File: config.mk
export PLATFORM = sky130hd
export DESIGN_NAME = ifetch_queue
export DESIGN_NICKNAME = d
export VERILOG_FILES = /design/src/rtl/fetch_pkg.sv /design/src/rtl/fetch_fifo.sv /design/src/rtl/ifetch_queue.sv
export SDC_FILE = /design/constraint.sdc
export NUM_CORES = 1
export LEC_CHECK = 0
export ABC_CLOCK_PERIOD_IN_PS = 2750
export BUFFER_PORTS_ARGS = -buffer_cell sky130_fd_sc_hd__buf_2
export CAP_MARGIN = 20
export CORE_ASPECT_RATIO = 1.25
export CORE_UTILIZATION = 39
export CTS_CLUSTER_DIAMETER = 200
export DETAILED_ROUTE_END_ITERATION = 10
export HOLD_SLACK_MARGIN = 0.06
export RECOVER_POWER = 50
export SLEW_MARGIN = 15
export SYNTH_ARGS = -nofsm -noshare
export SYNTH_HDL_FRONTEND = slang
export SYNTH_SLANG_ARGS = --single-unit
File: constraint.sdc
create_clock -name i_clk -period 2.75 [get_ports i_clk]
set_clock_uncertainty 0.15 [all_clocks]
set_input_delay 0.4125 -clock i_clk [delete_from_list [all_inputs] [get_ports i_clk]]
set_output_delay 0.4125 -clock i_clk [all_outputs]
set_load 0.02 [all_outputs]
File: src/rtl/fetch_pkg.sv
// Shared types for the fetch stage: instruction word type and the
// {pc, inst, misalign} entry held in the decode-facing instruction queue.
package fetch_pkg;

    localparam int XLEN = 32;

    // addi x0, x0, 0
    localparam logic [XLEN-1:0] NOP_INST = 32'h0000_0013;

    typedef logic [XLEN-1:0] inst_t;

    typedef struct packed {
        inst_t pc;
        inst_t inst;
        logic  misalign;
    } fetch_entry_t;

endpackage

File: src/rtl/fetch_fifo.sv
// Generic synchronous FIFO with synchronous clear and occupancy count.
// Ports: clk, rst_n (async, active-low), push/wr_data, pop/rd_data,
//   clear, full, empty, count. DEPTH must be a power of 2.
module fetch_fifo #(
    parameter int WIDTH = 8,
    parameter int DEPTH = 2
) (
    input  logic                     clk,
    input  logic                     rst_n,
    input  logic                     push,
    input  logic [WIDTH-1:0]         wr_data,
    input  logic                     pop,
    input  logic                     clear,
    output logic [WIDTH-1:0]         rd_data,
    output logic                     full,
    output logic                     empty,
    output logic [$clog2(DEPTH):0]   count
);

    localparam int AW = $clog2(DEPTH);
    localparam int CW = AW + 1;

    logic [WIDTH-1:0] mem [DEPTH];
    logic [AW-1:0]    wr_ptr;
    logic [AW-1:0]    rd_ptr;
    logic             do_push;
    logic             do_pop;

    assign empty   = (count == '0);
    assign full    = (count == CW'(DEPTH));
    assign do_pop  = pop & ~empty;
    // A full FIFO still takes a write when the head leaves this cycle.
    assign do_push = push & (~full | do_pop);
    assign rd_data = mem[rd_ptr];

    always_ff @(posedge clk or negedge rst_n) begin
        if (!rst_n) begin
            wr_ptr <= '0;
            rd_ptr <= '0;
            count  <= '0;
            for (int i = 0; i < DEPTH; i++) begin
                mem[i] <= '0;
            end
        end else if (clear) begin
            wr_ptr <= '0;
            rd_ptr <= '0;
            count  <= '0;
        end else begin
            if (do_push) begin
                mem[wr_ptr] <= wr_data;
                wr_ptr      <= wr_ptr + 1'b1;
            end
            if (do_pop) begin
                rd_ptr <= rd_ptr + 1'b1;
            end
            count <= count + CW'(do_push) - CW'(do_pop);
        end
    end

endmodule

File: src/rtl/ifetch_queue.sv
// Fetch stage: issues PCs to instruction memory, tags in-order responses
// with their PC and queues {pc, inst} for decode; flush drops everything.
// Ports: i_clk, i_rst_n (async, active-low), i_pc/i_pc_valid/o_pc_ready,
//   o_imem_req_valid/o_imem_addr/i_imem_req_ready, i_imem_rsp_valid/data,
//   i_flush, o_inst_valid/o_inst/o_inst_pc/i_inst_ready.
// Optional: FETCH_MISALIGN_CHK_EN adds o_inst_misalign; a misaligned PC
//   skips memory and queues a NOP flagged as misaligned.
module ifetch_queue
    import fetch_pkg::*;
#(
    parameter int XLEN  = fetch_pkg::XLEN,
    parameter int DEPTH = 2
) (
    input  logic            i_clk,
    input  logic            i_rst_n,
    input  logic [XLEN-1:0] i_pc,
    input  logic            i_pc_valid,
    output logic            o_pc_ready,
    output logic            o_imem_req_valid,
    output logic [XLEN-1:0] o_imem_addr,
    input  logic            i_imem_req_ready,
    input  logic            i_imem_rsp_valid,
    input  logic [XLEN-1:0] i_imem_rsp_data,
    input  logic            i_flush,
    output logic            o_inst_valid,
    output logic [XLEN-1:0] o_inst,
    output logic [XLEN-1:0] o_inst_pc,
`ifdef FETCH_MISALIGN_CHK_EN
    output logic            o_inst_misalign,
`endif
    input  logic            i_inst_ready
);

    localparam int CW = $clog2(DEPTH) + 1;
    // Repeated flushes can stack more dropped responses than DEPTH.
    localparam int DW = CW + 4;

    logic          active;
    logic [CW-1:0] in_flight;
    logic [CW-1:0] occ;
    logic [CW:0]   used;
    logic [DW-1:0] drop_cnt;
    logic [DW-1:0] outstanding;

    logic credit;
    logic open_slot;
    logic misalign;
    logic mis_pending;
    logic mis_done;
    logic accept;
    logic tag_push;
    logic rsp_live;
    logic rsp_take;
    logic q_push;
    logic q_pop;
    logic q_empty;

    inst_t        tag_pc;
    fetch_entry_t q_wr;
    fetch_entry_t q_rd;

    logic [CW-1:0] tag_cnt;
    logic          tag_full;
    logic          tag_empty;
    logic          q_full;
    logic          unused_status;

    assign unused_status = ^{tag_cnt, tag_full, tag_empty, q_full};

    // Outputs stay low until the first edge after reset release.
    assign used      = (CW+1)'(in_flight) + (CW+1)'(occ);
    assign credit    = active & (used < (CW+1)'(DEPTH));
    assign open_slot = credit & ~i_flush & ~mis_pending;

    assign o_pc_ready       = open_slot & (i_imem_req_ready | misalign);
    assign o_imem_req_valid = i_pc_valid & open_slot & ~misalign;
    assign o_imem_addr      = i_pc;

    assign accept   = i_pc_valid & o_pc_ready;
    assign tag_push = accept & ~misalign;

    // Responses owed to pre-flush requests are consumed by drop_cnt first.
    assign rsp_live    = i_imem_rsp_valid & (drop_cnt == '0)
                       & (in_flight != '0);
    assign rsp_take    = rsp_live & ~i_flush;
    assign outstanding = drop_cnt + DW'(in_flight);

    assign q_push = rsp_take | mis_done;
    assign q_pop  = o_inst_valid & i_inst_ready;

    assign o_inst_valid = ~q_empty;
    assign o_inst       = q_rd.inst;
    assign o_inst_pc    = q_rd.pc;

`ifdef FETCH_MISALIGN_CHK_EN
    inst_t mis_pc;

    assign misalign = |i_pc[1:0];
    // Further fetches wait behind a pending misaligned PC, so the NOP
    // enters only once every earlier memory response has landed.
    assign mis_done = mis_pending & (in_flight == '0) & ~i_flush;
    assign q_wr     = mis_done ? {mis_pc, NOP_INST, 1'b1}
                               : {tag_pc, i_imem_rsp_data, 1'b0};
    assign o_inst_misalign = q_rd.misalign;

    always_ff @(posedge i_clk or negedge i_rst_n) begin
        if (!i_rst_n) begin
            mis_pending <= 1'b0;
            mis_pc      <= '0;
        end else if (i_flush | mis_done) begin
            mis_pending <= 1'b0;
        end else if (accept & misalign) begin
            mis_pending <= 1'b1;
            mis_pc      <= i_pc;
        end
    end
`else
    logic unused_misalign;

    assign misalign        = 1'b0;
    assign mis_pending     = 1'b0;
    assign mis_done        = 1'b0;
    assign q_wr            = {tag_pc, i_imem_rsp_data, 1'b0};
    assign unused_misalign = q_rd.misalign;
`endif

    always_ff @(posedge i_clk or negedge i_rst_n) begin
        if (!i_rst_n) begin
            active    <= 1'b0;
            in_flight <= '0;
            drop_cnt  <= '0;
        end else begin
            active <= 1'b1;
            if (i_flush) begin
                in_flight <= '0;
                // A response arriving now retires one of the outstanding.
                drop_cnt  <= outstanding
                           - DW'(i_imem_rsp_valid && outstanding != '0);
            end else begin
                in_flight <= in_flight + CW'(tag_push) - CW'(rsp_take);
                if (i_imem_rsp_valid && drop_cnt != '0) begin
                    drop_cnt <= drop_cnt - 1'b1;
                end
            end
        end
    end

    fetch_fifo #(
        .WIDTH (XLEN),
        .DEPTH (DEPTH)
    ) u_tag_fifo (
        .clk     (i_clk),
        .rst_n   (i_rst_n),
        .push    (tag_push),
        .wr_data (i_pc),
        .pop     (rsp_take),
        .clear   (i_flush),
        .rd_data (tag_pc),
        .full    (tag_full),
        .empty   (tag_empty),
        .count   (tag_cnt)
    );

    fetch_fifo #(
        .WIDTH ($bits(fetch_entry_t)),
        .DEPTH (DEPTH)
    ) u_inst_q (
        .clk     (i_clk),
        .rst_n   (i_rst_n),
        .push    (q_push),
        .wr_data (q_wr),
        .pop     (q_pop),
        .clear   (i_flush),
        .rd_data (q_rd),
        .full    (q_full),
        .empty   (q_empty),
        .count   (occ)
    );

`ifndef SYNTHESIS
    always_ff @(posedge i_clk) begin
        if (i_rst_n && i_imem_rsp_valid && drop_cnt == '0) begin
            assert (in_flight != '0)
            else $error("ifetch_queue: response with nothing in flight");
        end
    end
`endif

endmodule

Word-level counts from Yosys, hierarchy flattened
Cells that the tools add are included.
{"block": "word_totals", "ff_bits": 211, "inputBits": 71, "output_inout_bits": 99, "wordCells": 102}
{"block": "classes", "add_sub_neg": 14, "magnitude_cmp": 7, "n_eq_ne": 2, "muxes": 25, "bitwise_logic": 24, "reduce_logical": 17}
{"operator": "$mux 65", "n": 4}
{"operator": "$bwmux 130", "n": 1}
{"operator": "$mux 32", "n": 4}
{"operator": "$demux 65 s1", "n": 1}
{"operator": "$bwmux 64", "n": 1}
{"operator": "$demux 32 s1", "n": 1}
{"operator": "$and 1x1->1", "n": 13}
{"operator": "$mux 6", "n": 2}
{"operator": "$reduce_bool 2->1", "n": 6}
{"operator": "$reduce_bool 6->1", "n": 2}
{"operator": "$ge 2x2->1 const B", "n": 4}
{"operator": "$mux 1", "n": 8}
{"operator": "$not 1->2", "n": 4}
{"operator": "$add 2x1->2", "n": 3}
{"operator": "$add 6x2->6", "n": 1}
{"operator": "$logic_not 6->1", "n": 1}
{"operator": "$mux 2", "n": 3}
{"operator": "$sub 2x1->2", "n": 3}
{"operator": "$sub 6x1->6", "n": 1}
{"operator": "$sub 6x1->6 const B", "n": 1}
{"operator": "$not 1->1", "n": 5}
{"operator": "$add 1x1->1 const B", "n": 4}
{"operator": "$eq 2x2->1 const B", "n": 2}
{"operator": "$logic_and 1x1->1", "n": 4}
{"operator": "6 further kinds", "n": 10}

Depth between registers and ports, before layout
{"block": "logic_depth", "word_depth": 10, "depth_mapped": 14, "mapped_depth_nobuf": 13}

Hierarchy
From an unflattened synthesis, not the netlist that was laid out.
{"block": "hier_totals", "hier_cells": 688, "hier_area_um2": 10238.6}
{"module": "fetch_fifo at u_inst_q", "n_inst": 1, "cells_per_inst": 370, "area_per_inst_um2": 6065.8, "seq_area_each_um2": 3353.2}
{"module": "fetch_fifo at u_tag_fifo", "n_inst": 1, "cells_per_inst": 195, "area_per_inst_um2": 3106.7, "seq_area_each_um2": 1701.6}
{"module": "ifetch_queue", "n_inst": 1, "cells_per_inst": 123, "area_per_inst_um2": 1066.0, "seq_area_each_um2": 225.2}

Worst setup path before layout
OpenSTA, ideal clock, no wires.
{"block": "synth_timing", "path_kind": "reg-to-reg", "startpoint": "register in_flight[0]", "endpoint": "register drop_cnt[5]", "arrival_ns": 2.770, "path_slack_ns": -0.265, "path_stages_with_launch": 15, "n_path_buf": 1, "period_less_slack_ns": 3.015, "path_cell_list": "dfrtp_1 > ha_1 > inv_1 > fa_1 > clkbuf_1 > nor2b_1 > a41oi_1 > o22ai_1 > a21boi_0 > ha_1 > nand2_1 > nor3b_1 > o2bb2ai_1 > mux2_2 > o31ai_1"}
{"block": "synth_via", "elab_chain_cells": 5}
{"element": "start: declaration", "line": "ifetch_queue.sv:39", "rtl": "logic [CW-1:0] in_flight;"}
{"element": "start signal: assignment", "line": "ifetch_queue.sv:140", "rtl": "in_flight <= in_flight + CW'(tag_push) - CW'(rsp_take);"}
{"element": "$add 6x2->6 (*)", "line": "ifetch_queue.sv:86", "rtl": "assign outstanding = drop_cnt + DW'(in_flight);"}
{"element": "$reduce_bool 6->1", "line": "ifetch_queue.sv:138", "rtl": "- DW'(i_imem_rsp_valid && outstanding != '0);"}
{"element": "$logic_and 1x1->1", "line": "ifetch_queue.sv:138"}
{"element": "$sub 6x1->6 (*)", "line": "ifetch_queue.sv:138"}
{"element": "$mux 6 (*)", "line": "ifetch_queue.sv:134", "rtl": "if (i_flush) begin"}
{"element": "end signal: assignment", "line": "ifetch_queue.sv:137", "rtl": "drop_cnt <= outstanding"}
{"element": "end signal: assignment", "line": "ifetch_queue.sv:142", "rtl": "drop_cnt <= drop_cnt - 1'b1;"}
{"element": "end: declaration", "line": "ifetch_queue.sv:42", "rtl": "logic [DW-1:0] drop_cnt;"}
Every way passes the cells marked *; elsewhere a longest branch is shown, timed or not.
A chain may end at the register's enable or synchronous reset.

Final worst setup path
{"block": "layout_timing", "startpoint": "register in_flight[0]", "endpoint": "register u_tag_fifo.mem[4] (netlist name)"}
{"block": "layout_via", "elab_chain_cells": 8, "word_cells_on_any_way": 13}
{"element": "$add 2x2->3", "line": "ifetch_queue.sv:71", "rtl": "assign used = (CW+1)'(in_flight) + (CW+1)'(occ);"}
{"element": "$lt 3x2->1", "line": "ifetch_queue.sv:72", "rtl": "assign credit = active & (used < (CW+1)'(DEPTH));"}
{"element": "$and 1x1->1", "line": "ifetch_queue.sv:72"}
{"element": "$and 1x1->1", "line": "ifetch_queue.sv:73", "rtl": "assign open_slot = credit & ~i_flush & ~mis_pending;"}
{"element": "$and 1x1->1", "line": "ifetch_queue.sv:75", "rtl": "assign o_pc_ready = open_slot & (i_imem_req_ready | misalign);"}
{"element": "$and 1x1->1", "line": "ifetch_queue.sv:79", "rtl": "assign accept = i_pc_valid & o_pc_ready;"}
{"element": "$and 1x1->1 (*)", "line": "fetch_fifo.sv:33", "rtl": "assign do_push = push & (~full | do_pop);"}
{"element": "$reduce_and 2->1 (no line) (*)"}
{"element": "end signal: indexed assignment", "line": "fetch_fifo.sv:50", "rtl": "mem[wr_ptr] <= wr_data;"}
{"element": "end: declaration", "line": "fetch_fifo.sv:23", "rtl": "logic [WIDTH-1:0] mem [DEPTH];"}
Marks and branches as above.

==> run metrics <==
flops & latches, synth=between 200 and 250; minimum clock period after layout=2.90 ns; fraction of layout cells with a size suffix above 1=a little under three fifths; Final setup viols=between 60 and 70; clock network fraction of total power=between 30% and 40%; Post-Syn Area=between 0.009 and 0.01 mm2; antenna-violating nets left=0; Critical Path AT=~3.1 ns; number of max-cap violations=1; hold path endpoint=u_tag_fifo.wr_ptr$_DFFE_PN0P_; nets@finish=1014; post-synthesis net count=763; Post-synth EDFFs=0; Area Growth Syn to Fin=34.2%; Hold Vio Cnt, Final=0; Slew @ Worst Pin=1.48 ns; final worst slack=-0.148 ns; Pleak=about 6.7 nW; Detailed Place HPWL=13.3 mm; Via density=4.88; Synth Area per Inst=14.4 um2; outcome=finished, violations left; flop2flop setup slack=-0.15 ns; Post-synth ARST share=100%; sw frac=26.0%; failing checks=max-capacitance violations, negative setup slack; Num CTS Buffers=24; Initial Util=39.8%; DRT Pass-1 Iters=4; Synth Flop Type=dfrtp_1; largest net degree at the start of global routing=between 70 and 80; CTS Sinks=209; I/O Pins=170; later-pin clock latency in the skew report=just over 0.5 ns; drt wl/cell=17.2 um; Seq/Total Area, Yosys=53.5%; routed via count=6212; n_diodes=0; Crit path required time=about 3.0 ns; Slew headroom=roughly 1.1%; Total GRT Usage=16.7%; Final Non-Filler Cells=1273; CP Launch Type=register; Comb power frac=about a fifth; DRC Markers=0; final period utilization=105%; Synth area leader=dfrtp_1; synth top area cells=dfrtp_1 53%, mux2_2 28%, mux2_1 5.6%, buf_4 3.0%, ha_1 1.7%; Reg clk slew, reported paths=approximately 0.060 ns; unique cell type count in the Yosys netlist=46; f_max=0.345 GHz; Synth Instances=between 600 and 700; RSZ-0062 raised after global routing=yes; min-delay worst type=in -> reg; Ys Warns=0; first-pass GRT wire length=between 30 and 40 mm; total wire length=21.9 mm; Max Slew Vio Count=0; initial DRC count=183; Hold Path Depth=4; row count=64; CTS tree=yes; core area=0.0246 mm2; Die W=144 um; GP Congestion=0.762; Hold Path Origin=i_pc_valid; # port buffers=between 150 and 200; Pwr per Cell Area=643 mW/mm2; Root Buffer=clkbuf_16; type of destination of the critical path=register; critical path class=reg -> reg; Synth top area share=~53%; switching power=2.19 mW; clock buffer depth=3; setup TNS=-6.30 ns; reg2reg path depth=10; placed insts=1151; Power Internal=6.24 mW; crit path max fanout=6; height of the die=179 um; GRT overflow=0; worst-case vdd ir drop=0.505 mV; reg2reg start=in_flight[0]$_DFF_PN0_; die area=0.0257 mm2; vias in the first global route=approximately 6.5k; Reg2Reg Capture Point=u_tag_fifo.mem[4]$_DFFE_PN0P_; Seq pwr share=a little over two fifths; H-tree levels=1; initial antenna violation count=0
power by group through the flow:
stage / sequential, mW / clock, mW / combinational [mW]
floorplan: 3.58 / 0 / 1.01
global placement: 3.68 / 0 / 1.42
detailed placement: 3.69 / 0 / 1.44
CTS: 3.64 / 3.17 / 1.54
global route: 3.69 / 3.31 / 1.89
finish: 3.65 / 3.07 / 1.71
critical path, cell delays in order (launching register included):
cell and delay [ns]:
dfrtp_1 0.41, buf_6 0.13, and2_4 0.14, fa_1 0.44
nor4b_2 0.29, and2_4 0.23, nand2_8 0.07, nor3b_4 0.19
buf_6 0.20, buf_6 0.17, mux2_2 0.33
layer usage:
| layer | vias to the layer above | GRT usage (%) | wire length [um] |
|---|---|---|---|
| met5 | - | 0 | 0 |
| met4 | 0 | 4.26 | 358 |
| met3 | 31 | 3.93 | 1140 |
| met2 | 126 | 29.6 | 11300 |
| met1 | 3187 | 20.3 | 9090 |
| li1 | 2868 | - | - |
timing repair:
action,in CTS,in global routing
hold buffers,66,0
setup buffers,3,4
hold endpoints to repair,167,0
pin swaps,4,5
endpoints found under the setup margin,72,151
resized for setup,11,85
cloned,0,8
final cells by class:
class / instances / area, um2
sequential: 209 / 5230
tap: 330 / 413
clock buffer: 36 / 707
multi-input combinational: 390 / 4420
inverter: 11 / 41.3
clock inverter: 5 / 52.6
timing repair buffer: 292 / 2260
fill: 2128 / 11500
per-stage QoR:
step | hold slack [ns] | total power [mW] | area [um2] | worst slack [ns] | util (%)
final | 0.206 | 8.44 | 13100 | -0.148 | 53.4
after CTS | 0.200 | 8.35 | 12600 | -0.0731 | 51.3
after global placement | 0.214 | 5.10 | 11100 | -0.148 | 45.3
after detailed placement | 0.213 | 5.13 | 11100 | -0.181 | 45.3
after floorplan | -0.0331 | 4.59 | 9830 | -0.0639 | -
after global routing | 0.236 | 8.90 | 13100 | -0.236 | 53.4
layout by cell type (no fill, tap or decap), drive strengths merged, types with 3 or more instances in the layout:
cell | synthesis | final
a21boi | 3 | 3
a21oi | 4 | 4
and2 | 4 | 4
buf | 53 | 205
clkbuf | 14 | 57
clkinv | 0 | 3
dfrtp | 209 | 209
dlygate4sd3 | 0 | 66
ha | 13 | 13
inv | 11 | 11
mux2 | 290 | 290
nand2 | 8 | 8
nand2b | 4 | 4
nor2 | 9 | 9
nor2b | 6 | 6
nor3 | 3 | 3
nor3b | 5 | 5
o21ai | 3 | 3
xnor2 | 10 | 10
xor2 | 3 | 3
sequential cells by signal, summed over array words and instances, names as in the netlist:
register / flops
u_inst_q.mem: 128
u_tag_fifo.mem: 64
drop_cnt: 6
in_flight: 2
u_inst_q.count: 2
u_tag_fifo.count: 2
active: 1
u_inst_q.rd_ptr: 1
u_inst_q.wr_ptr: 1
u_tag_fifo.rd_ptr: 1
u_tag_fifo.wr_ptr: 1
worst max path at each step:
stage          depth (start not counted)                    from  slack, ns                             end
2_1_floorplan                         14  in_flight[0]$_DFF_PN0_      -0.06         drop_cnt[5]$_DFFE_PN0P_
5_1_grt                               10  in_flight[0]$_DFF_PN0_      -0.24  u_tag_fifo.mem[28]$_DFFE_PN0P_
3_5_place_dp                           8  in_flight[0]$_DFF_PN0_      -0.18  u_tag_fifo.mem[19]$_DFFE_PN0P_
6_report                              10  in_flight[0]$_DFF_PN0_      -0.15   u_tag_fifo.mem[4]$_DFFE_PN0P_
3_3_place_gp                           8  in_flight[1]$_DFF_PN0_      -0.15  u_tag_fifo.mem[13]$_DFFE_PN0P_
4_1_cts                               13  in_flight[0]$_DFF_PN0_      -0.07         drop_cnt[5]$_DFFE_PN0P_
logic make-up (layout without fill, tap and decap cells):
family | after synthesis | in the layout | synth area share (%)
multiplexers | 292 | 292 | 33.6
flip-flops | 209 | 209 | 53.5
buffers and inverters | 78 | 344 | 4.99
AND/OR/NAND/NOR | 46 | 46 | 2.88
AO/OA/AOI/OAI | 23 | 23 | 1.79
adder cells (fa/ha/maj) | 15 | 15 | 2.07
XOR/XNOR | 13 | 13 | 1.16
other | 1 | 1 | 0.0383
cell usage after synthesis, drive strengths merged, types with 2 or more instances:
cell and instances:
mux2 290, dfrtp 209, buf 53, clkbuf 14, ha 13, inv 11, xnor2 10, nor2 9
nand2 8, nor2b 6, nor3b 5, a21oi 4, and2 4, nand2b 4, a21boi 3, nor3 3
o21ai 3, xor2 3, fa 2, mux2i 2, nor4b 2, o31ai 2, or2 2
Note: power is estimated with default switching activity, not from simulation.
